==> src/rtl/xmul_arb_if.sv <==
// Requester/response bundle for xmul_arb.
// Defining XMUL_ARB_LOCK_EN adds the per-requester req_lock vector.
interface xmul_arb_if #(
  parameter int DATA_W = 32,
  parameter int N_REQ  = 4
);
  localparam int ID_W = $clog2(N_REQ);

  logic [N_REQ-1:0]        req_valid;
  logic [N_REQ-1:0]        req_ready;
  logic [N_REQ*DATA_W-1:0] req_a;
  logic [N_REQ*DATA_W-1:0] req_b;
  logic [N_REQ*2-1:0]      req_fns;
`ifdef XMUL_ARB_LOCK_EN
  logic [N_REQ-1:0]        req_lock;
`endif
  logic                    rsp_valid;
  logic [ID_W-1:0]         rsp_id;
  logic [DATA_W-1:0]       rsp_data;
  logic                    rsp_ready;

  modport master (
    output req_valid, req_a, req_b, req_fns, rsp_ready,
`ifdef XMUL_ARB_LOCK_EN
    output req_lock,
`endif
    input  req_ready, rsp_valid, rsp_id, rsp_data
  );

  modport slave (
    input  req_valid, req_a, req_b, req_fns, rsp_ready,
`ifdef XMUL_ARB_LOCK_EN
    input  req_lock,
`endif
    output req_ready, rsp_valid, rsp_id, rsp_data
  );
endinterface

==> src/rtl/xmul_arb.sv <==
// Round-robin arbiter feeding a two-stage signed multiplier with result-slice select.
// Optional XMUL_ARB_LOCK_EN lets a locked requester keep top priority.
module xmul_arb #(
  parameter int DATA_W = 32,
  parameter int N_REQ  = 4
) (
  input  logic      clk,
  input  logic      rst,
  xmul_arb_if.slave bus
);
  localparam int ID_W = $clog2(N_REQ);

  logic [DATA_W-1:0]   a_arr_s   [N_REQ];
  logic [DATA_W-1:0]   b_arr_s   [N_REQ];
  logic [1:0]          fns_arr_s [N_REQ];
  logic                stall_s, grant_s, xfer_s, lock_s;
  logic [ID_W-1:0]     grant_id_s, ptr_inc_s;
  logic [N_REQ-1:0]    ready_s;
  logic [ID_W-1:0]     ptr_q, ptr_d;

  logic                s1_valid_q, s1_valid_d;
  logic [DATA_W-1:0]   s1_a_q, s1_a_d, s1_b_q, s1_b_d;
  logic [1:0]          s1_fns_q, s1_fns_d;
  logic [ID_W-1:0]     s1_id_q, s1_id_d;

  logic                s2_valid_q, s2_valid_d;
  logic [2*DATA_W-1:0] s2_prod_q, s2_prod_d;
  logic [1:0]          s2_fns_q, s2_fns_d;
  logic [ID_W-1:0]     s2_id_q, s2_id_d;

  logic signed [2*DATA_W-1:0] a_ext_s, b_ext_s, prod_s;
  logic [DATA_W-1:0]          rsp_data_s;

  always_comb begin
    for (int i = 0; i < N_REQ; i++) begin
      a_arr_s[i]   = bus.req_a[i*DATA_W +: DATA_W];
      b_arr_s[i]   = bus.req_b[i*DATA_W +: DATA_W];
      fns_arr_s[i] = bus.req_fns[i*2 +: 2];
    end
  end

  // Stage 2 drives the outputs, so a held result is exactly a stall.
  assign stall_s = s2_valid_q && !bus.rsp_ready;

  // Search from ptr_q upward, wrapping, for the first valid requester.
  always_comb begin
    logic [ID_W:0]   sum_v;
    logic [ID_W-1:0] idx_v;
    logic            hit_v;
    grant_s    = 1'b0;
    grant_id_s = '0;
    sum_v      = '0;
    idx_v      = '0;
    hit_v      = 1'b0;
    for (int k = 0; k < N_REQ; k++) begin
      sum_v      = {1'b0, ptr_q} + (ID_W+1)'(k);
      idx_v      = (sum_v >= (ID_W+1)'(N_REQ)) ? ID_W'(sum_v - (ID_W+1)'(N_REQ))
                                               : sum_v[ID_W-1:0];
      hit_v      = !grant_s && bus.req_valid[idx_v];
      grant_id_s = hit_v ? idx_v : grant_id_s;
      grant_s    = grant_s || hit_v;
    end
  end

  always_comb begin
    ready_s = '0;
    if (!rst && !stall_s && grant_s) begin
      ready_s[grant_id_s] = 1'b1;
    end else begin
      ready_s = '0;
    end
  end

  assign xfer_s    = |ready_s;
  assign ptr_inc_s = (grant_id_s == ID_W'(N_REQ-1)) ? '0 : grant_id_s + ID_W'(1);

`ifdef XMUL_ARB_LOCK_EN
  assign lock_s = bus.req_lock[grant_id_s];
`else
  assign lock_s = 1'b0;
`endif

  assign ptr_d = xfer_s ? (lock_s ? grant_id_s : ptr_inc_s) : ptr_q;

  assign a_ext_s = {{DATA_W{s1_a_q[DATA_W-1]}}, s1_a_q};
  assign b_ext_s = {{DATA_W{s1_b_q[DATA_W-1]}}, s1_b_q};
  assign prod_s  = a_ext_s * b_ext_s;

  // Both stages advance together; bubbles flow through when not stalled.
  always_comb begin
    s1_valid_d = s1_valid_q;
    s1_a_d     = s1_a_q;
    s1_b_d     = s1_b_q;
    s1_fns_d   = s1_fns_q;
    s1_id_d    = s1_id_q;
    s2_valid_d = s2_valid_q;
    s2_prod_d  = s2_prod_q;
    s2_fns_d   = s2_fns_q;
    s2_id_d    = s2_id_q;
    if (!stall_s) begin
      s1_valid_d = xfer_s;
      s1_a_d     = xfer_s ? a_arr_s[grant_id_s]   : s1_a_q;
      s1_b_d     = xfer_s ? b_arr_s[grant_id_s]   : s1_b_q;
      s1_fns_d   = xfer_s ? fns_arr_s[grant_id_s] : s1_fns_q;
      s1_id_d    = xfer_s ? grant_id_s            : s1_id_q;
      s2_valid_d = s1_valid_q;
      s2_prod_d  = prod_s;
      s2_fns_d   = s1_fns_q;
      s2_id_d    = s1_id_q;
    end else begin
      s1_valid_d = s1_valid_q;
      s2_valid_d = s2_valid_q;
    end
  end

  always_ff @(posedge clk) begin
    if (rst) begin
      ptr_q      <= '0;
      s1_valid_q <= 1'b0;
      s1_a_q     <= '0;
      s1_b_q     <= '0;
      s1_fns_q   <= 2'd0;
      s1_id_q    <= '0;
      s2_valid_q <= 1'b0;
      s2_prod_q  <= '0;
      s2_fns_q   <= 2'd0;
      s2_id_q    <= '0;
    end else begin
      ptr_q      <= ptr_d;
      s1_valid_q <= s1_valid_d;
      s1_a_q     <= s1_a_d;
      s1_b_q     <= s1_b_d;
      s1_fns_q   <= s1_fns_d;
      s1_id_q    <= s1_id_d;
      s2_valid_q <= s2_valid_d;
      s2_prod_q  <= s2_prod_d;
      s2_fns_q   <= s2_fns_d;
      s2_id_q    <= s2_id_d;
    end
  end

  // HI drops the redundant sign bit; DIV2_HI is the plain upper half.
  always_comb begin
    case (s2_fns_q)
      2'd1:    rsp_data_s = s2_prod_q[2*DATA_W-2 -: DATA_W];
      2'd2:    rsp_data_s = s2_prod_q[2*DATA_W-1 -: DATA_W];
      default: rsp_data_s = s2_prod_q[DATA_W-1:0];
    endcase
  end

  assign bus.req_ready = ready_s;
  assign bus.rsp_valid = s2_valid_q;
  assign bus.rsp_id    = s2_id_q;
  assign bus.rsp_data  = rsp_data_s;
endmodule

==> src/flat_wrapper.sv <==
// flat-port wrapper written by rule: the top's interface ports become plain ports
module xmul_arb_flat 
#(
  parameter int DATA_W = 32,
  parameter int N_REQ  = 4
)
  (clk, rst, bus_req_valid, bus_req_a, bus_req_b, bus_req_fns, bus_rsp_ready, bus_req_ready, bus_rsp_valid, bus_rsp_id, bus_rsp_data);
  xmul_arb_if #(.DATA_W(DATA_W), .N_REQ(N_REQ)) bus_i ();
  input  logic clk;
  input  logic rst;
  input wire logic [$bits(bus_i.req_valid)-1:0] bus_req_valid;
  input wire logic [$bits(bus_i.req_a)-1:0] bus_req_a;
  input wire logic [$bits(bus_i.req_b)-1:0] bus_req_b;
  input wire logic [$bits(bus_i.req_fns)-1:0] bus_req_fns;
  input wire logic [$bits(bus_i.rsp_ready)-1:0] bus_rsp_ready;
  output wire logic [$bits(bus_i.req_ready)-1:0] bus_req_ready;
  output wire logic [$bits(bus_i.rsp_valid)-1:0] bus_rsp_valid;
  output wire logic [$bits(bus_i.rsp_id)-1:0] bus_rsp_id;
  output wire logic [$bits(bus_i.rsp_data)-1:0] bus_rsp_data;
  assign bus_i.req_valid = bus_req_valid;
  assign bus_i.req_a = bus_req_a;
  assign bus_i.req_b = bus_req_b;
  assign bus_i.req_fns = bus_req_fns;
  assign bus_i.rsp_ready = bus_rsp_ready;
  assign bus_req_ready = bus_i.req_ready;
  assign bus_rsp_valid = bus_i.rsp_valid;
  assign bus_rsp_id = bus_i.rsp_id;
  assign bus_rsp_data = bus_i.rsp_data;
  xmul_arb #(.DATA_W(DATA_W), .N_REQ(N_REQ)) u_core (.clk(clk), .rst(rst), .bus(bus_i));
endmodule
==> config.mk <==
export PLATFORM = sky130hd
export DESIGN_NAME = xmul_arb_flat
export DESIGN_NICKNAME = d
export VERILOG_FILES = /design/src/rtl/xmul_arb_if.sv /design/src/rtl/xmul_arb.sv /design/src/flat_wrapper.sv
export SDC_FILE = /design/constraint.sdc
export NUM_CORES = 2
export LEC_CHECK = 0
export CAP_MARGIN = 20
export CORE_AREA = 2 2 421 423
export CTS_BUF_LIST = sky130_fd_sc_hd__clkbuf_8 sky130_fd_sc_hd__clkbuf_16
export CTS_CLUSTER_SIZE = 14
export DETAILED_ROUTE_END_ITERATION = 10
export DIE_AREA = 0 0 423 425
export PLACE_DENSITY = 0.48
export SYNTH_ARGS = -nofsm -noshare
export SYNTH_HDL_FRONTEND = slang
export SYNTH_SLANG_ARGS = --single-unit
==> constraint.sdc <==
create_clock -name clk -period 20.7 [get_ports clk]
set_input_delay 4.14 -clock clk [delete_from_list [all_inputs] [get_ports clk]]
set_output_delay 4.14 -clock clk [all_outputs]
set_load 0.01 [all_outputs]
==> results.md <==
* Area Overhead vs Synth at 13.81%
* Compound-Gate Fraction of Synth Area at 0.07115
* Synthesized instance count at ~5000
* Vias after detailed routing at between 30000 and 40000
* WHS Path Cells at 2
* Slew @ Worst Pin at ~1.1 ns
* Share of cells above drive strength 1 at 0.02569
* Hpwl dp at about 110 mm
* Worst setup EP type: primary output
* Status: finished, final reports clean
* CTS buffer count at 17
* Adder-Cell Fraction of Synth Area at 0.5525
* Count of cell types in the netlist at 59
* Commonest non-fill, non-tap cell in the layout: fa_1
* Postcts setup bufs at 0
* GRT overflow at 0
* Vias per std cell at about 4.5
* Clock skew at 0.03107 ns
* Die area at between 150000 and 200000 µm²
* Root buffer cell: clkbuf_16
* CP Launch Type: input pin
* Port-buffer cells at slightly above 300
* Post-synth top area cell: fa_1
* Non-Filler Instances at 7400
* Slew HR at 0.2738
* Share of flip-flops with an asynchronous set or reset at 0
* Detail Route Antenna Nets at 0
* I/O Pins at just over 300
* Leak at 0.02313 µW
* Net Count, Synth at between 6000 and 7000
* Seq cells post-synth at 140
* Post-Syn Area at around 44000 µm²
* Critical Path RT at 16.56 ns
* Syn. warnings at 0
* CTS tree: done
* Layout Nets at around 6600
* Num Clock Sinks at 140
* Most frequent cells in the layout: fa_1 (1082), inv_1 (991), nand2_1 (909)
* Max-slew violation count at 0
* H-Tree Depth at 4
* CP most frequent cell: clkdlybuf4s50_1
* Simple-Gate Fraction of Synth Area at 0.1866
* Synth top area share at 0.4979
* Clock latency at the later pin of the worst-skew pair at 0.50 ns
* CP max stage delay at 0.77 ns
* Fmax at about 80 MHz
* Crit Path Max Fanout at a little under 80
* Syn_area_per_cell at between 8 and 9 µm²
* Hold Buf Count CTS at 0
* Worst Min Path Start: u_core.s2_prod_q[2]
* Routability cong. at approximately 0.89
* Final worst path period need at roughly 12 ns
* Critical Path AT at slightly above 8 ns
* CTS Buffer Depth at 2
* Wire per inst at ~18 µm
* Drc violations at 0
* Crit share post-route at 0.5903
* Largest net degree at the start of global routing at roughly 140
* Inst Count DP at about 7400
* Final setup vio count at 0
* Main combinational cell family by area after synthesis: adder cells
* Starting density of the core at 0.2481
* Die Y at between 400 and 500 µm
* RSZ-0062 raised after global routing: no
* Worst hold path type: reg2reg
* Initial DRC count at between 1500 and 2000
* Fin Setup TNS at 0 ns
* Final Hold Viols at 0
* Site Rows at 154
* Post-synth EDFFs at 0
* Mux share of post-synthesis cell area at 0.0002301
* CP Cell Sequence: clkdlybuf4s50_1 -> mux2i_1 -> nor2_1 -> or3_4 -> inv_4 -> buf_4 -> ha_1 -> and2_1 -> clkdlybuf4s50_1
* Die width at around 420 µm
* Peak supply drop at 0.1102 mV
* Synth Area in XOR/XNOR at 0.01288
* R2R depth at 26
* Number of global-route vias before repair at 36905
* Register area share after synthesis at 0.06442
* Crit path kind: in2out
* PwrDens at between 100 and 150 nW/µm²
* Slowest-stage cell, CP: buf_4
* Reg clk slew, reported paths at around 0.070 ns
* Ranking of synthesized cells by area: fa_1 (50%), inv_1 (8.6%), nand2_1 (7.8%)
* Critical path launch point: bus_req_valid[0]
* Total Wirelength at between 100 and 150 mm
* Antenna cells at 0
* Max-cap viol count at 0
* Initial antenna violation count at 4
* First-pass GRT wire length at approximately 220 mm
* Gr usage total at 0.1560
* Worst R2R Start: u_core.s1_a_q[31]
* Core ar. at between 150000 and 200000 µm²
* Post_cts resized at 0
* First-pass detailed-route iteration total at 6
* Ys flop type: dfxtp_1
logic make-up after synthesis:
group	after synthesis
and+or+nand+nor	1717
buffers and inverters	1297
muxes	1
xor gates and xnor gates	64
adders and majority gates	1272
AOI/OAI and AO/OA	477
DFF	140
metal layers:
metal  global-route usage  wire length [µm]
met1               0.1904             56480
met2               0.2992             74580
met3              0.01083              3143
met4              0.03001              2518
met5                    0                13
power by group:
part	internal, µW	switching, µW	leakage (µW)
registers	363	199	0.00116
clock network	195	152	0.000303
logic	1980	3170	0.0217
cell usage after synthesis (all sizes together), types with 6 or more instances:
cell       n
nand2    909
a21oi    171
o31ai      7
o21ai     79
and3      77
nor2     128
nand4      9
nand3     27
ha       190
or3        7
a21o      41
clkbuf   299
a211oi    17
o21a       7
xor2      20
xnor2     44
fa      1082
dfxtp    140
buf        6
and2     517
a22oi     32
inv      992
nand2b    14
nor2b      8
a31oi     11
nor3       9
o21bai    14
a311oi    66
sequential cells by signal (all words and copies together), names as in the netlist:
name                  cells
u_core.s1_fns_q           2
u_core.s1_valid_q         1
u_core.bus.rsp_valid      1
u_core.s2_fns_q           2
u_core.bus.rsp_id         2
u_core.s1_a_q            32
u_core.s1_b_q            32
u_core.s1_id_q            2
u_core.ptr_q              2
u_core.s2_prod_q         64
worst paths after layout:
kind                          endpoint  slack, ns
hold reg to reg    u_core.s2_prod_q[2]       0.45
hold / removal     u_core.s2_prod_q[2]       0.45
setup reg to reg  u_core.s2_prod_q[57]      11.81
setup / recovery      bus_req_ready[3]       8.48
worst max-delay path, delay by kind of cell:
family                     cells  cell delay (ns)
muxes                          1             0.17
adders and majority gates      1             0.28
and+or+nand+nor                3             0.90
buffers and inverters          4             2.50
area by class of cell:
type,instances,area (µm²)
inverters,992,3726
flip-flops and latches,140,2833
clock buffers,18,439.2
repair buffers,365,3543
multi-input cells,3531,35860
clock inverters,14,183.9
fillers,18973,125800
well taps,2340,2928
through the flow:
| stage | setup slack, ns | hold WS (ns) | util | power [µW] | instance area, µm² |
|---|---|---|---|---|---|
| after global placement | 8.412 | 0.4382 | 0.2787 | 5767 | 48860 |
| after CTS | 8.466 | 0.4532 | 0.2822 | 6186 | 49480 |
| after floorplan | 10.68 | 0.4321 | - | 4059 | 43500 |
| after detailed placement | 8.469 | 0.4436 | 0.2787 | 5787 | 48860 |
| after global routing | 8.268 | 0.4712 | 0.2824 | 6767 | 49510 |
| final | 8.481 | 0.4548 | 0.2824 | 6058 | 49510 |
Power figures use the tool's default switching activity.
